### src/rtl/cla_nibble_seq_if.sv
// Request/result bundle between a requester and the nibble-serial CLA adder.
// The requester drives the operands and start; the adder returns status and result.
interface cla_nibble_seq_if #(
  parameter int unsigned WIDTH = 16
);
  logic             start;
  logic             sub;
  logic [WIDTH-1:0] a;
  logic [WIDTH-1:0] b;
  logic             cin;
  logic             busy;
  logic             done;
  logic [WIDTH-1:0] sum;
  logic             cout;
  logic             ovf;
  logic             zero;

  modport master (
    output start, sub, a, b, cin,
    input  busy, done, sum, cout, ovf, zero
  );

  modport slave (
    input  start, sub, a, b, cin,
    output busy, done, sum, cout, ovf, zero
  );
endinterface

### src/rtl/cla_nibble_seq.sv
// Wide adder/subtractor that reuses one 4-bit carry-lookahead slice per cycle,
// least-significant nibble first, with a registered carry between nibbles.
module cla_nibble_seq #(
  parameter int unsigned WIDTH = 16,
  parameter int unsigned NIB   = WIDTH / 4
) (
  input logic              clk,
  input logic              rst_n,
  cla_nibble_seq_if.slave  bus
);

  localparam int unsigned CntW = (NIB > 1) ? $clog2(NIB) : 1;

  localparam logic [1:0] StIdle = 2'd0;
  localparam logic [1:0] StRun  = 2'd1;
  localparam logic [1:0] StDone = 2'd2;

  logic [1:0]       state_q, state_d;
  logic [WIDTH-1:0] a_sh_q, a_sh_d;
  logic [WIDTH-1:0] b_sh_q, b_sh_d;
  logic [WIDTH-1:0] res_q, res_d;
  logic [CntW-1:0]  cnt_q, cnt_d;
  logic             carry_q, carry_d;
  logic             a_msb_q, a_msb_d;
  logic             b_msb_q, b_msb_d;
  logic [WIDTH-1:0] sum_q, sum_d;
  logic             cout_q, cout_d;
  logic             ovf_q, ovf_d;
  logic             zero_q, zero_d;

  logic [WIDTH-1:0] b_eff;
  logic [3:0]       sl_a, sl_b, sl_g, sl_p, sl_s;
  logic [4:0]       sl_c;

  assign b_eff = bus.b ^ {WIDTH{bus.sub}};

  // 4-bit carry-lookahead slice; group PG/GG is not needed by the sequencer.
  assign sl_a    = a_sh_q[3:0];
  assign sl_b    = b_sh_q[3:0];
  assign sl_g    = sl_a & sl_b;
  assign sl_p    = sl_a ^ sl_b;
  assign sl_c[0] = carry_q;
  assign sl_c[1] = sl_g[0] | (sl_p[0] & sl_c[0]);
  assign sl_c[2] = sl_g[1] | (sl_p[1] & sl_g[0]) | (sl_p[1] & sl_p[0] & sl_c[0]);
  assign sl_c[3] = sl_g[2] | (sl_p[2] & sl_g[1]) | (sl_p[2] & sl_p[1] & sl_g[0])
                 | (sl_p[2] & sl_p[1] & sl_p[0] & sl_c[0]);
  assign sl_c[4] = sl_g[3] | (sl_p[3] & sl_g[2]) | (sl_p[3] & sl_p[2] & sl_g[1])
                 | (sl_p[3] & sl_p[2] & sl_p[1] & sl_g[0])
                 | (sl_p[3] & sl_p[2] & sl_p[1] & sl_p[0] & sl_c[0]);
  assign sl_s    = sl_p ^ sl_c[3:0];

  always_comb begin
    state_d = state_q;
    a_sh_d  = a_sh_q;
    b_sh_d  = b_sh_q;
    res_d   = res_q;
    cnt_d   = cnt_q;
    carry_d = carry_q;
    a_msb_d = a_msb_q;
    b_msb_d = b_msb_q;
    sum_d   = sum_q;
    cout_d  = cout_q;
    ovf_d   = ovf_q;
    zero_d  = zero_q;

    unique case (state_q)
      StIdle, StDone: begin
        if (bus.start) begin
          state_d = StRun;
          a_sh_d  = bus.a;
          b_sh_d  = b_eff;
          carry_d = bus.sub ? 1'b1 : bus.cin;
          cnt_d   = '0;
          res_d   = '0;
          a_msb_d = bus.a[WIDTH-1];
          b_msb_d = b_eff[WIDTH-1];
        end else begin
          state_d = StIdle;
        end
      end
      StRun: begin
        res_d   = {sl_s, res_q[WIDTH-1:4]};
        a_sh_d  = {4'b0000, a_sh_q[WIDTH-1:4]};
        b_sh_d  = {4'b0000, b_sh_q[WIDTH-1:4]};
        carry_d = sl_c[4];
        cnt_d   = cnt_q + 1'b1;
        if (cnt_q == CntW'(NIB - 1)) begin
          state_d = StDone;
          sum_d   = res_d;
          cout_d  = sl_c[4];
          ovf_d   = (a_msb_q == b_msb_q) && (res_d[WIDTH-1] != a_msb_q);
          zero_d  = (res_d == '0);
        end
      end
      default: state_d = StIdle;
    endcase
  end

  always_ff @(posedge clk) begin
    if (!rst_n) begin
      state_q <= StIdle;
      a_sh_q  <= '0;
      b_sh_q  <= '0;
      res_q   <= '0;
      cnt_q   <= '0;
      carry_q <= 1'b0;
      a_msb_q <= 1'b0;
      b_msb_q <= 1'b0;
      sum_q   <= '0;
      cout_q  <= 1'b0;
      ovf_q   <= 1'b0;
      zero_q  <= 1'b1;
    end else begin
      state_q <= state_d;
      a_sh_q  <= a_sh_d;
      b_sh_q  <= b_sh_d;
      res_q   <= res_d;
      cnt_q   <= cnt_d;
      carry_q <= carry_d;
      a_msb_q <= a_msb_d;
      b_msb_q <= b_msb_d;
      sum_q   <= sum_d;
      cout_q  <= cout_d;
      ovf_q   <= ovf_d;
      zero_q  <= zero_d;
    end
  end

  assign bus.busy = (state_q == StRun);
  assign bus.done = (state_q == StDone);
  assign bus.sum  = sum_q;
  assign bus.cout = cout_q;
  assign bus.ovf  = ovf_q;
  assign bus.zero = zero_q;

endmodule

### src/flat_wrapper.sv
// flat-port wrapper written by rule: the top's interface ports become plain ports
module cla_nibble_seq_flat 
#(
  parameter int unsigned WIDTH = 16,
  parameter int unsigned NIB   = WIDTH / 4
)
  (clk, rst_n, bus_start, bus_sub, bus_a, bus_b, bus_cin, bus_busy, bus_done, bus_sum, bus_cout, bus_ovf, bus_zero);
  cla_nibble_seq_if #(.WIDTH(WIDTH)) bus_i ();
  input logic clk;
  input logic rst_n;
  input wire logic [$bits(bus_i.start)-1:0] bus_start;
  input wire logic [$bits(bus_i.sub)-1:0] bus_sub;
  input wire logic [$bits(bus_i.a)-1:0] bus_a;
  input wire logic [$bits(bus_i.b)-1:0] bus_b;
  input wire logic [$bits(bus_i.cin)-1:0] bus_cin;
  output wire logic [$bits(bus_i.busy)-1:0] bus_busy;
  output wire logic [$bits(bus_i.done)-1:0] bus_done;
  output wire logic [$bits(bus_i.sum)-1:0] bus_sum;
  output wire logic [$bits(bus_i.cout)-1:0] bus_cout;
  output wire logic [$bits(bus_i.ovf)-1:0] bus_ovf;
  output wire logic [$bits(bus_i.zero)-1:0] bus_zero;
  assign bus_i.start = bus_start;
  assign bus_i.sub = bus_sub;
  assign bus_i.a = bus_a;
  assign bus_i.b = bus_b;
  assign bus_i.cin = bus_cin;
  assign bus_busy = bus_i.busy;
  assign bus_done = bus_i.done;
  assign bus_sum = bus_i.sum;
  assign bus_cout = bus_i.cout;
  assign bus_ovf = bus_i.ovf;
  assign bus_zero = bus_i.zero;
  cla_nibble_seq #(.WIDTH(WIDTH), .NIB(NIB)) u_core (.clk(clk), .rst_n(rst_n), .bus(bus_i));
endmodule
### config.mk
export PLATFORM = sky130hd
export DESIGN_NAME = cla_nibble_seq_flat
export DESIGN_NICKNAME = d
export VERILOG_FILES = /design/src/rtl/cla_nibble_seq_if.sv /design/src/rtl/cla_nibble_seq.sv /design/src/flat_wrapper.sv
export SDC_FILE = /design/constraint.sdc
export NUM_CORES = 1
export LEC_CHECK = 0
export CORE_ASPECT_RATIO = 1.1
export CORE_MARGIN = 10
export CORE_UTILIZATION = 48
export CTS_BUF_LIST = sky130_fd_sc_hd__clkbuf_16
export CTS_CLUSTER_DIAMETER = 30
export DETAILED_ROUTE_END_ITERATION = 6
export DONT_BUFFER_PORTS = 1
export HOLD_SLACK_MARGIN = 0.12
export SLEW_MARGIN = 20
export SYNTH_ARGS = -nofsm -noshare
export SYNTH_HDL_FRONTEND = slang
export SYNTH_SLANG_ARGS = --single-unit
### constraint.sdc
create_clock -name clk -period 2.5 [get_ports clk]
set_clock_uncertainty 0.2 [all_clocks]
set_input_delay 0.5 -clock clk [delete_from_list [all_inputs] [get_ports clk]]
set_output_delay 0.5 -clock clk [all_outputs]
set_load 0.005 [all_outputs]
==> results of run 1 <==
## power by group through the flow
stage                     sequential [mW]  clock, mW  combinational (mW)
after global routing                 1.20       1.48               0.277
after detailed placement             1.22          0               0.246
final                                1.20       1.41               0.245
after CTS                            1.20       1.43               0.248
after floorplan                      1.21          0               0.210
after global placement               1.22          0               0.242
## worst max path at each step
stage,end,cells after the start,slack (ns)
2_1_floorplan,u_core.carry_q,5,0.77
3_5_place_dp,u_core.b_sh_q[14],4,0.44
4_1_cts,bus_busy,3,0.32
3_3_place_gp,u_core.b_sh_q[12],4,0.46
5_1_grt,u_core.a_sh_q[3],5,0.22
6_report,bus_busy,3,0.33
## routing by layer
layer,GRT usage (%),share of wire (%),vias up
li1,-,-,1156
met1,15.6,42,1063
met2,23.0,48,53
met3,7.62,8.4,16
met4,7.02,2.1,0
met5,0,0,-
## state kept, by name (all words and copies together) (netlist names)
name / count
u_core.a_sh_q: 16
u_core.b_msb_q: 1
u_core.res_q: 12
u_core.cnt_q: 2
u_core.bus.sum: 16
u_core.a_msb_q: 1
u_core.state_q: 2
u_core.b_sh_q: 16
u_core.carry_q: 1
u_core.bus.cout: 1
u_core.bus.zero: 1
u_core.bus.ovf: 1
## cells by family after synthesis
| family | share of synthesized area [%] |
|---|---|
| AO/OA/AOI/OAI | 23.0 |
| XOR/XNOR | 5.09 |
| adder cells (fa/ha/maj) | 2.82 |
| buffers and inverters | 4.96 |
| flip-flops | 47.9 |
| AND/OR/NAND/NOR | 16.2 |
## Yosys cell counts, drive strengths merged, types with 2 or more instances
| master | instances |
|---|---|
| o21ai | 5 |
| buf | 18 |
| or3 | 2 |
| a22oi | 41 |
| nand2b | 3 |
| a211oi | 3 |
| inv | 6 |
| nor2 | 30 |
| nor4 | 2 |
| dfxtp | 70 |
| nand3 | 2 |
| nor3 | 2 |
| and2 | 3 |
| a21o | 3 |
| nor2b | 2 |
| clkbuf | 6 |
| xor2 | 16 |
| nand2 | 60 |
| ha | 5 |
| a21oi | 48 |
## final cells by class
class	count	area [um2]
Fill cell	570	2540
Sequential cell	70	1400
Multi-Input combinational cell	237	1380
Clock buffer	9	225
Clock inverter	7	105
Tap cell	77	96.3
Timing Repair Buffer	7	67.6
Inverter	6	22.5
## through the flow
stage	std cells	instance area (um2)
2_1_floorplan	337	2920
3_3_place_gp	396	2960
3_5_place_dp	396	2960
4_1_cts	413	3300
5_1_grt	413	3300
6_report	413	3300
## cell usage in the layout (no fill, tap or decap), types with 3 or more instances in the layout
cell and n:
o21ai_0 4, bufinv_16 3, ha_1 5, inv_1 6, xor2_1 16, a21o_1 3
a21oi_1 48, clkbuf_16 9, a22oi_1 40, buf_4 5, nand2_1 60, nor2_1 29
dfxtp_1 70, and2_1 3
## worst max-delay path, cell delays in order (launching register included)
cell      delay, ns
dfxtp_1        0.42
nand2b_2       0.13
inv_2          0.20
buf_4          0.37
==> flow_summary.json, run 1 <==
{
  "min_period_ns": 2.17,
  "reg2reg_to": "u_core.b_sh_q[13]",
  "die_width_um": 94.4,
  "critPathArrivalTime_ns": 1.47,
  "synth_area_leaders": "dfxtp_1, a22oi_1, a21oi_1",
  "wl_per_cell_um": 16.6,
  "num_io_pins": 58,
  "viasPerCell": 5.54,
  "utilization_pct": 56.5,
  "ys_dominant_reg_cell": "dfxtp_1",
  "hold_buffers": 1,
  "switchingPower_mw": 0.636,
  "setup_viol": 0,
  "p_leak_nw": 1.21,
  "worst-path-max-fanout": 30,
  "status": "finished clean",
  "cts_buffers": 9,
  "worst_slack_ns": 0.334,
  "drtIter0Drc": 91,
  "grt_pass1_wl_mm": 11.1,
  "drive_gt1_share_pct": 8.33,
  "grt_overflow": 0,
  "internal_power_mw": 2.22,
  "clockPowerShare_pct": 49.4,
  "maxSlewHeadroom_pct": 31.7,
  "nets": 374,
  "r2r.worst_path.cells": 5,
  "report.power.total_mw": 2.85,
  "antenna_found_initial": 0,
  "synth_nets": 380,
  "maxSlewViolCount": 0,
  "vias": 2288,
  "grt_use_total_pct": 14.5,
  "synth_edf_count": 0,
  "ant_nets": 0,
  "r2r_slack_ns": 0.44,
  "gp_congestion": 0.776,
  "tightestPinTransition_ns": 1.02,
  "min_to": "u_core.a_sh_q[13]",
  "finalHoldViolCount": 0,
  "period_share_pct": 86.6,
  "cts.sinks": 70,
  "worstReg2RegStart": "u_core.state_q[1]",
  "cts_tree": "built",
  "antenna_cells": 0,
  "yosysSeqAreaShare_pct": 47.9,
  "min_from": "bus_a[13]",
  "min_path_cells": 2,
  "h-tree-depth": 3,
  "critPathLaunch": "u_core.state_q[0]",
  "grt_max_degree": 47,
  "hp-class": "input port to register",
  "fp-row-count": 29,
  "setup_tns_ns": 0,
  "post_cts_resized": 0,
  "fmax_mhz": 462,
  "synth_area_um2": 2920,
  "crit_required_ns": 1.80,
  "die_height_um": 102,
  "numPortBuffers": 0,
  "cts.clk_slew.worst_paths_ns": 0.06,
  "rsz0062_at_grt": "false",
  "clk_path_buf_depth": 2,
  "post_cts_buffers": 0,
  "peakVddDrop_v": 0.000507,
  "start_util_pct": 50.1,
  "synth_top_cell_area_share_pct": 47.9,
  "hpwl_mm": 4.71,
  "area_delta_synth_final_pct": 12.8,
  "grt_pass1_vias": 2308,
  "die_area_um2": 9620,
  "path_class": "register to output pin",
  "cap_violations": 0,
  "async_reset_ff_share_pct": 0,
  "clk_latency_ns": 0.33,
  "holdWs_ns": 0.143,
  "synth_cell_types": 39,
  "avgSynthCellArea_um2": 8.68,
  "drtPass1Iterations": 4,
  "sw_frac_of_total_pct": 22.3,
  "startpoint_type": "register",
  "dp_slack_ns": 0.443,
  "synth_top_cell_by_area": "dfxtp_1",
  "synth_seq_cells": 70,
  "drc": 0,
  "netlist_instances": 337,
  "yosysWarnings": 0,
  "powerDensity_nw_per_um2": 865,
  "power_frac_seq_pct": 42.0,
  "cp-end-kind": "output pin",
  "drt-total-wl_mm": 6.86,
  "core_um2": 5840,
  "comb_power_share_pct": 8.6,
  "cts_root_buf": "clkbuf_16"
}
(Power assumes the default switching activity.)
==> run 2: changes to the inputs <==
- CTS_BUF_LIST: sky130_fd_sc_hd__clkbuf_16 -> sky130_fd_sc_hd__clkbuf_4 sky130_fd_sc_hd__clkbuf_8
==> flow_summary.json, run 2 (same netlist as run 1, synthesis figures left out) <==
{
  "grt_pass1_wl_mm": 11.0,
  "min_period_ns": 2.17,
  "cpPeakStageDelay_ns": 0.42,
  "p_leak_nw": 1.18,
  "antenna_cells": 0,
  "cp-end-kind": "output pin",
  "cts_buffers": 9,
  "numPortBuffers": 0,
  "post-route-cell-area_um2": 3230,
  "nets": 375,
  "rsz0062_at_grt": "false",
  "drc": 0,
  "status": "finished clean",
  "drtIter0Drc": 87,
  "path_depth": 3,
  "die_height_um": 102,
  "ant_nets": 0,
  "clk_latency_ns": 0.34,
  "drive_gt1_share_pct": 9.50,
  "hpwl_mm": 4.71,
  "cts_tree": "built",
  "r2r_slack_ns": 0.44,
  "crit_path_cell_trace": "nand2b_2 > inv_2 > buf_4",
  "maxSlewViolCount": 0,
  "core_um2": 5840,
  "setup_viol": 0,
  "post_cts_buffers": 0,
  "tightestPinTransition_ns": 1.02,
  "critPathLaunch": "u_core.state_q[0]",
  "antenna_found_initial": 0,
  "hp-class": "input port to register",
  "dp_slack_ns": 0.443,
  "die_area_um2": 9620,
  "period_share_pct": 86.9,
  "maxSlewHeadroom_pct": 31.8,
  "gp_congestion": 0.776,
  "reg2reg_to": "u_core.b_sh_q[13]",
  "place_area_um2": 2960,
  "met2_usage_pct": 23.2,
  "startpoint_type": "register",
  "final_common_cell": "dfxtp_1",
  "worst_slack_ns": 0.326,
  "clk_path_buf_depth": 2,
  "post_cts_resized": 0,
  "drtPass1Iterations": 5,
  "fp-row-count": 29,
  "start_util_pct": 50.1,
  "worst-path-max-fanout": 30,
  "area_delta_synth_final_pct": 10.6,
  "crit_required_ns": 1.80,
  "vias": 2280,
  "gr-usage-met3_pct": 6.23,
  "finalHoldViolCount": 0,
  "powerDensity_nw_per_um2": 802,
  "crit_slowest_cell": "dfxtp_1",
  "hold_buffers": 2,
  "cap_violations": 0,
  "cts_root_buf": "clkbuf_8",
  "worstReg2RegStart": "u_core.state_q[1]",
  "mostFrequentLayoutCells": "dfxtp_1, nand2_1, a21oi_1",
  "grt_pass1_vias": 2317,
  "viasPerCell": 5.51,
  "peakVddDrop_v": 0.000418,
  "critPathBufInv": 2,
  "path_class": "register to output pin",
  "die_width_um": 94.4,
  "cts.sinks": 70,
  "busiest_layer": "met2",
  "fmax_mhz": 460,
  "cts.clk_slew.worst_paths_ns": 0.08,
  "setup_tns_ns": 0,
  "grt_use_total_pct": 14.3,
  "timing.critical_path.to": "bus_busy",
  "drt-total-wl_mm": 6.79,
  "grt_max_degree": 47,
  "num_io_pins": 58,
  "grt_overflow": 0,
  "wl_per_cell_um": 16.4,
  "crit_family": "buffers and inverters",
  "r2r.worst_path.cells": 5,
  "h-tree-depth": 3,
  "critPathArrivalTime_ns": 1.47,
  "use_met1_pct": 15.2
}
run 2: changes by cell type in the layout (fill, tap and decap cells not counted), sizes merged:
cell,change
clkbuf,+4
clkinv,-2
dlygate4sd3,+1
inv,-2
run 2: how the worst min path moves through the flow:
| stage | startpoint | endpoint | slack [ns] | depth (start not counted) |
|---|---|---|---|---|
| floorplan | u_core.a_sh_q[10] | u_core.a_sh_q[10] | 0.24 | 2 |
| global placement | u_core.b_sh_q[11] | u_core.b_sh_q[11] | 0.24 | 2 |
| detailed placement | u_core.a_sh_q[4] | u_core.a_sh_q[4] | 0.25 | 2 |
| CTS | bus_a[13] | u_core.a_sh_q[13] | 0.12 | 2 |
| global route | bus_a[13] | u_core.a_sh_q[13] | 0.15 | 2 |
| finish | bus_a[13] | u_core.a_sh_q[13] | 0.13 | 2 |
run 2: area by class of cell:
| cell class | instances | area [um2] |
|---|---|---|
| Sequential cell | 70 | 1400 |
| Fill cell | 575 | 2610 |
| Clock inverter | 3 | 90.1 |
| Tap cell | 77 | 96.3 |
| Multi-Input combinational cell | 237 | 1380 |
| Inverter | 6 | 22.5 |
| Clock buffer | 13 | 166 |
| Timing Repair Buffer | 8 | 77.6 |
run 2: metrics by stage:
step	util [%]	power [mW]	cells	hold WS (ns)
2_1_floorplan	-	1.42	337	0.237
3_3_place_gp	50.6	1.46	396	0.242
3_5_place_dp	50.6	1.47	396	0.250
4_1_cts	55.4	2.62	414	0.122
5_1_grt	55.4	2.70	414	0.149
6_report	55.4	2.59	414	0.127
run 2: metal layers:
layer  up-vias  routed length [um]
li1       1156                   -
met1      1043                2770
met2        60                3260
met3        21                 558
met4         0                 198
met5         -                   0
run 2: where the power goes:
part	switching [mW]	internal [mW]	total, mW
Sequential	0.0326	1.16	1.20
Combinational	0.153	0.0933	0.246
Clock	0.410	0.741	1.15
Total	0.595	2.00	2.59
==> run 3: changes to the inputs <==
- CTS_CLUSTER_DIAMETER: 30 -> not set
==> results of run 3 <==
The final DEF is identical to that of run 2; final timing and power are the same.
==> RTL change (settings of run 3) <==
`WIDTH` is set to 16 in 3 places; all go to 32.
--- a/src/rtl/cla_nibble_seq_if.sv
+++ b/src/rtl/cla_nibble_seq_if.sv
@@ -1,7 +1,7 @@
 // Request/result bundle between a requester and the nibble-serial CLA adder.
 // The requester drives the operands and start; the adder returns status and result.
 interface cla_nibble_seq_if #(
-  parameter int unsigned WIDTH = 16
+  parameter int unsigned WIDTH = 32
 );
   logic             start;
   logic             sub;
--- a/src/rtl/cla_nibble_seq.sv
+++ b/src/rtl/cla_nibble_seq.sv
@@ -1,7 +1,7 @@
 // Wide adder/subtractor that reuses one 4-bit carry-lookahead slice per cycle,
 // least-significant nibble first, with a registered carry between nibbles.
 module cla_nibble_seq #(
-  parameter int unsigned WIDTH = 16,
+  parameter int unsigned WIDTH = 32,
   parameter int unsigned NIB   = WIDTH / 4
 ) (
   input logic              clk,
--- a/src/flat_wrapper.sv
+++ b/src/flat_wrapper.sv
@@ -1,7 +1,7 @@
 // flat-port wrapper written by rule: the top's interface ports become plain ports
 module cla_nibble_seq_flat 
 #(
-  parameter int unsigned WIDTH = 16,
+  parameter int unsigned WIDTH = 32,
   parameter int unsigned NIB   = WIDTH / 4
 )
   (clk, rst_n, bus_start, bus_sub, bus_a, bus_b, bus_cin, bus_busy, bus_done, bus_sum, bus_cout, bus_ovf, bus_zero);
Ports: changed (resized bus_a, bus_b and bus_sum); port bits go from 58 to 106. No check against the original RTL was run, so the function may have changed too.
==> RTL change against run 3 <==
  * Die area grew 66%
  * Area after synthesis grew 86%
  * Total power rose by 80%
  * Critical endpoint is now u_core.carry_q$_SDFFE_PN0P_
  * Worst setup slack improved by 2.7 ps
  * Routed wire length rose by 98%
  * Sequential cell count rose by 65
  * Design area rose by 96%
  * Register-to-register slack worse by 110 ps
==> RTL change: results (changes against run 3) <==
global_route:
  grt_pass1_vias: 4392  # +90%
  grt_pass1_wl_um: 22150  # +100%
  grtUsageTotal: 0.1673  # +0.02456
  antenna_found_initial: 0  # unchanged
  grt_max_degree: 87  # +85%
synthesis:
  synth-xor-area-share: 0.05309  # +0.002171
  synth-async-reset-ratio: 0  # unchanged
  synth-adder-area-share: 0.01747  # -0.01077
  yosys.cell_types.count: 39  # unchanged
  muxShareOfSynthArea: 0  # unchanged
  synth_compound_area_frac: 0.2321  # +0.001921
  synth_fp_nets: 706  # +86%
  avgSynthCellArea_sq_um: 8.641  # -0.41%
  ys_top_cells_by_area: "dfxtp_1 50%, a22oi_1 12%, a21oi_1 8.8%"
  ys_seq_area_frac: 0.4964  # +0.01719
  ys_warn_count: 0  # unchanged
  ys_top_cells_by_count: "135 x dfxtp_1, 127 x nand2_1, 96 x a21oi_1, 89 x a22oi_1, 44 x nor2_1"
clock_network:
  clockBufferDepth: 2  # unchanged
  clkTransAtPathRegs_ps: 80  # about the same
  cts-root-buf: "clkbuf_8"
  clock_latency_ps: 430  # +90 ps
  cts_buffers: 17  # +8
  htreeDepth: 4  # +1
worst_setup_path:
  reg2reg_from: "u_core.state_q[0]$_SDFFE_PN0P_"
  worstSetupPathType: "flip-flop to flip-flop"
  r2r_slack_ps: 330  # -110 ps
  cp.arrival_ps: 2330  # +860 ps
  worst_r2r_path_depth: 5  # unchanged
  crit_end: "u_core.carry_q$_SDFFE_PN0P_"
  worst-path-max-fanout: 44  # +47%
power:
  power_leakage_nw: 2.300  # +95%
  ir_drop_mv: 0.3283  # -22%
detailed_routing:
  wl_um: 13470  # +98%
  dr.pass1.iters: 6  # +1
  drt_iter0_markers: 355  # +310%
  vias_per_cell: 5.578  # +1.3%
  num_vias: 4524  # +98%
cells_and_area:
  antenna_cells: 0  # unchanged
  nets: 727  # +94%
  drive_gt1_frac: 0.08283  # -0.01212
sta:
  hold_violations: 0  # unchanged
  worst_pin_slew_ps: 471.4  # -549.2 ps
hold_path:
  min_path_type: "input pin to flip-flop"
  holdCritStartpoint: "bus_sub"
status:
  status: "completed"
place:
  hpwlAfterDp_um: 8910  # +89%
  place_congestion: 0.8003  # +3.1%
  dp.cells: 739  # +87%
  portBuffers: 0  # unchanged
  pre_cts_slack_ps: 386.3  # -57.07 ps
## RTL change: cell count changes in the layout (fill, tap and decap cells not counted), sizes merged, moves of 6 or more
cell,change
dfxtp,+65
clkbuf,+10
a22oi,+48
dlygate4sd3,+38
nand2,+67
a21oi,+48
nand4,+6
nor2,+15
clkinv,+6
buf,+7
xor2,+16
## RTL change: worst max-delay path: stages (launching register included)
cell	delay, ps
dfxtp_1	370
nor2b_4	200
buf_4	430
o21ai_0	140
dlygate4sd3_1	580
a31oi_1	160
## RTL change: cell families (layout without fill, tap and decap cells)
| family | Yosys count | in the layout |
|---|---|---|
| AOI/OAI and AO/OA | 201 | 201 |
| DFF | 135 | 135 |
| buffers and inverters | 57 | 91 |
| and+or+nand+nor | 197 | 197 |
| xor gates and xnor gates | 33 | 33 |
| adders and majority gates | 7 | 7 |
## RTL change: how the worst min path moves through the flow
| stage | cells past startpoint | end |
|---|---|---|
| 2_1_floorplan | 2 | u_core.a_sh_q[10]$_SDFFE_PN0P_ |
| 3_3_place_gp | 2 | u_core.a_sh_q[15]$_SDFFE_PN0P_ |
| 3_5_place_dp | 2 | u_core.b_sh_q[10]$_SDFFE_PN0P_ |
| 4_1_cts | 3 | u_core.b_sh_q[29]$_SDFFE_PN0P_ |
| 5_1_grt | 3 | u_core.b_sh_q[30]$_SDFFE_PN0P_ |
| 6_report | 3 | u_core.b_sh_q[30]$_SDFFE_PN0P_ |
## RTL change: cell type report
cell class / count / area (sq um)
Clock buffer: 23 / 297.8
Clock inverter: 9 / 122.6
Fill cell: 1005 / 4672
Inverter: 6 / 23.77
Multi-Input combinational cell: 438 / 2485
Sequential cell: 135 / 2703
Tap cell: 147 / 183.9
Timing Repair Buffer: 53 / 523.0
## RTL change: stage by stage
step	hold slack [ps]	power, W	utilization	instance area [sq um]
2_1_floorplan	236.8	0.002674	-	5444
3_3_place_gp	243.6	0.002747	0.5011	5518
3_5_place_dp	247.9	0.002760	0.5011	5518
4_1_cts	125.2	0.004712	0.5757	6339
5_1_grt	129.1	0.004862	0.5757	6339
6_report	144.5	0.004657	0.5757	6339
## RTL change: per-layer routing
metal  up-vias  part of all wire  GRT usage
met4         0             0.020    0.07759
met1      2140              0.43     0.2015
li1       2242                 -          -
met3        21             0.058    0.04970
met2       121              0.49     0.2657
met5         -                 0          0
## RTL change: report_power, final
group	total [W]	internal (W)	switching (W)
Combinational	0.000476	0.000198	0.000278
Clock	0.00189	0.00109	0.000797
Sequential	0.00229	0.00224	0.0000532
Total	0.00466	0.00353	0.00113
## RTL change: repair_timing
item / in CTS / in global routing
hold endpoints to repair: 46 / 0
buffers inserted: 0 / 0
resized for setup: 0 / 0
setup endpoints to repair: 0 / 0
hold buffers: 40 / 0
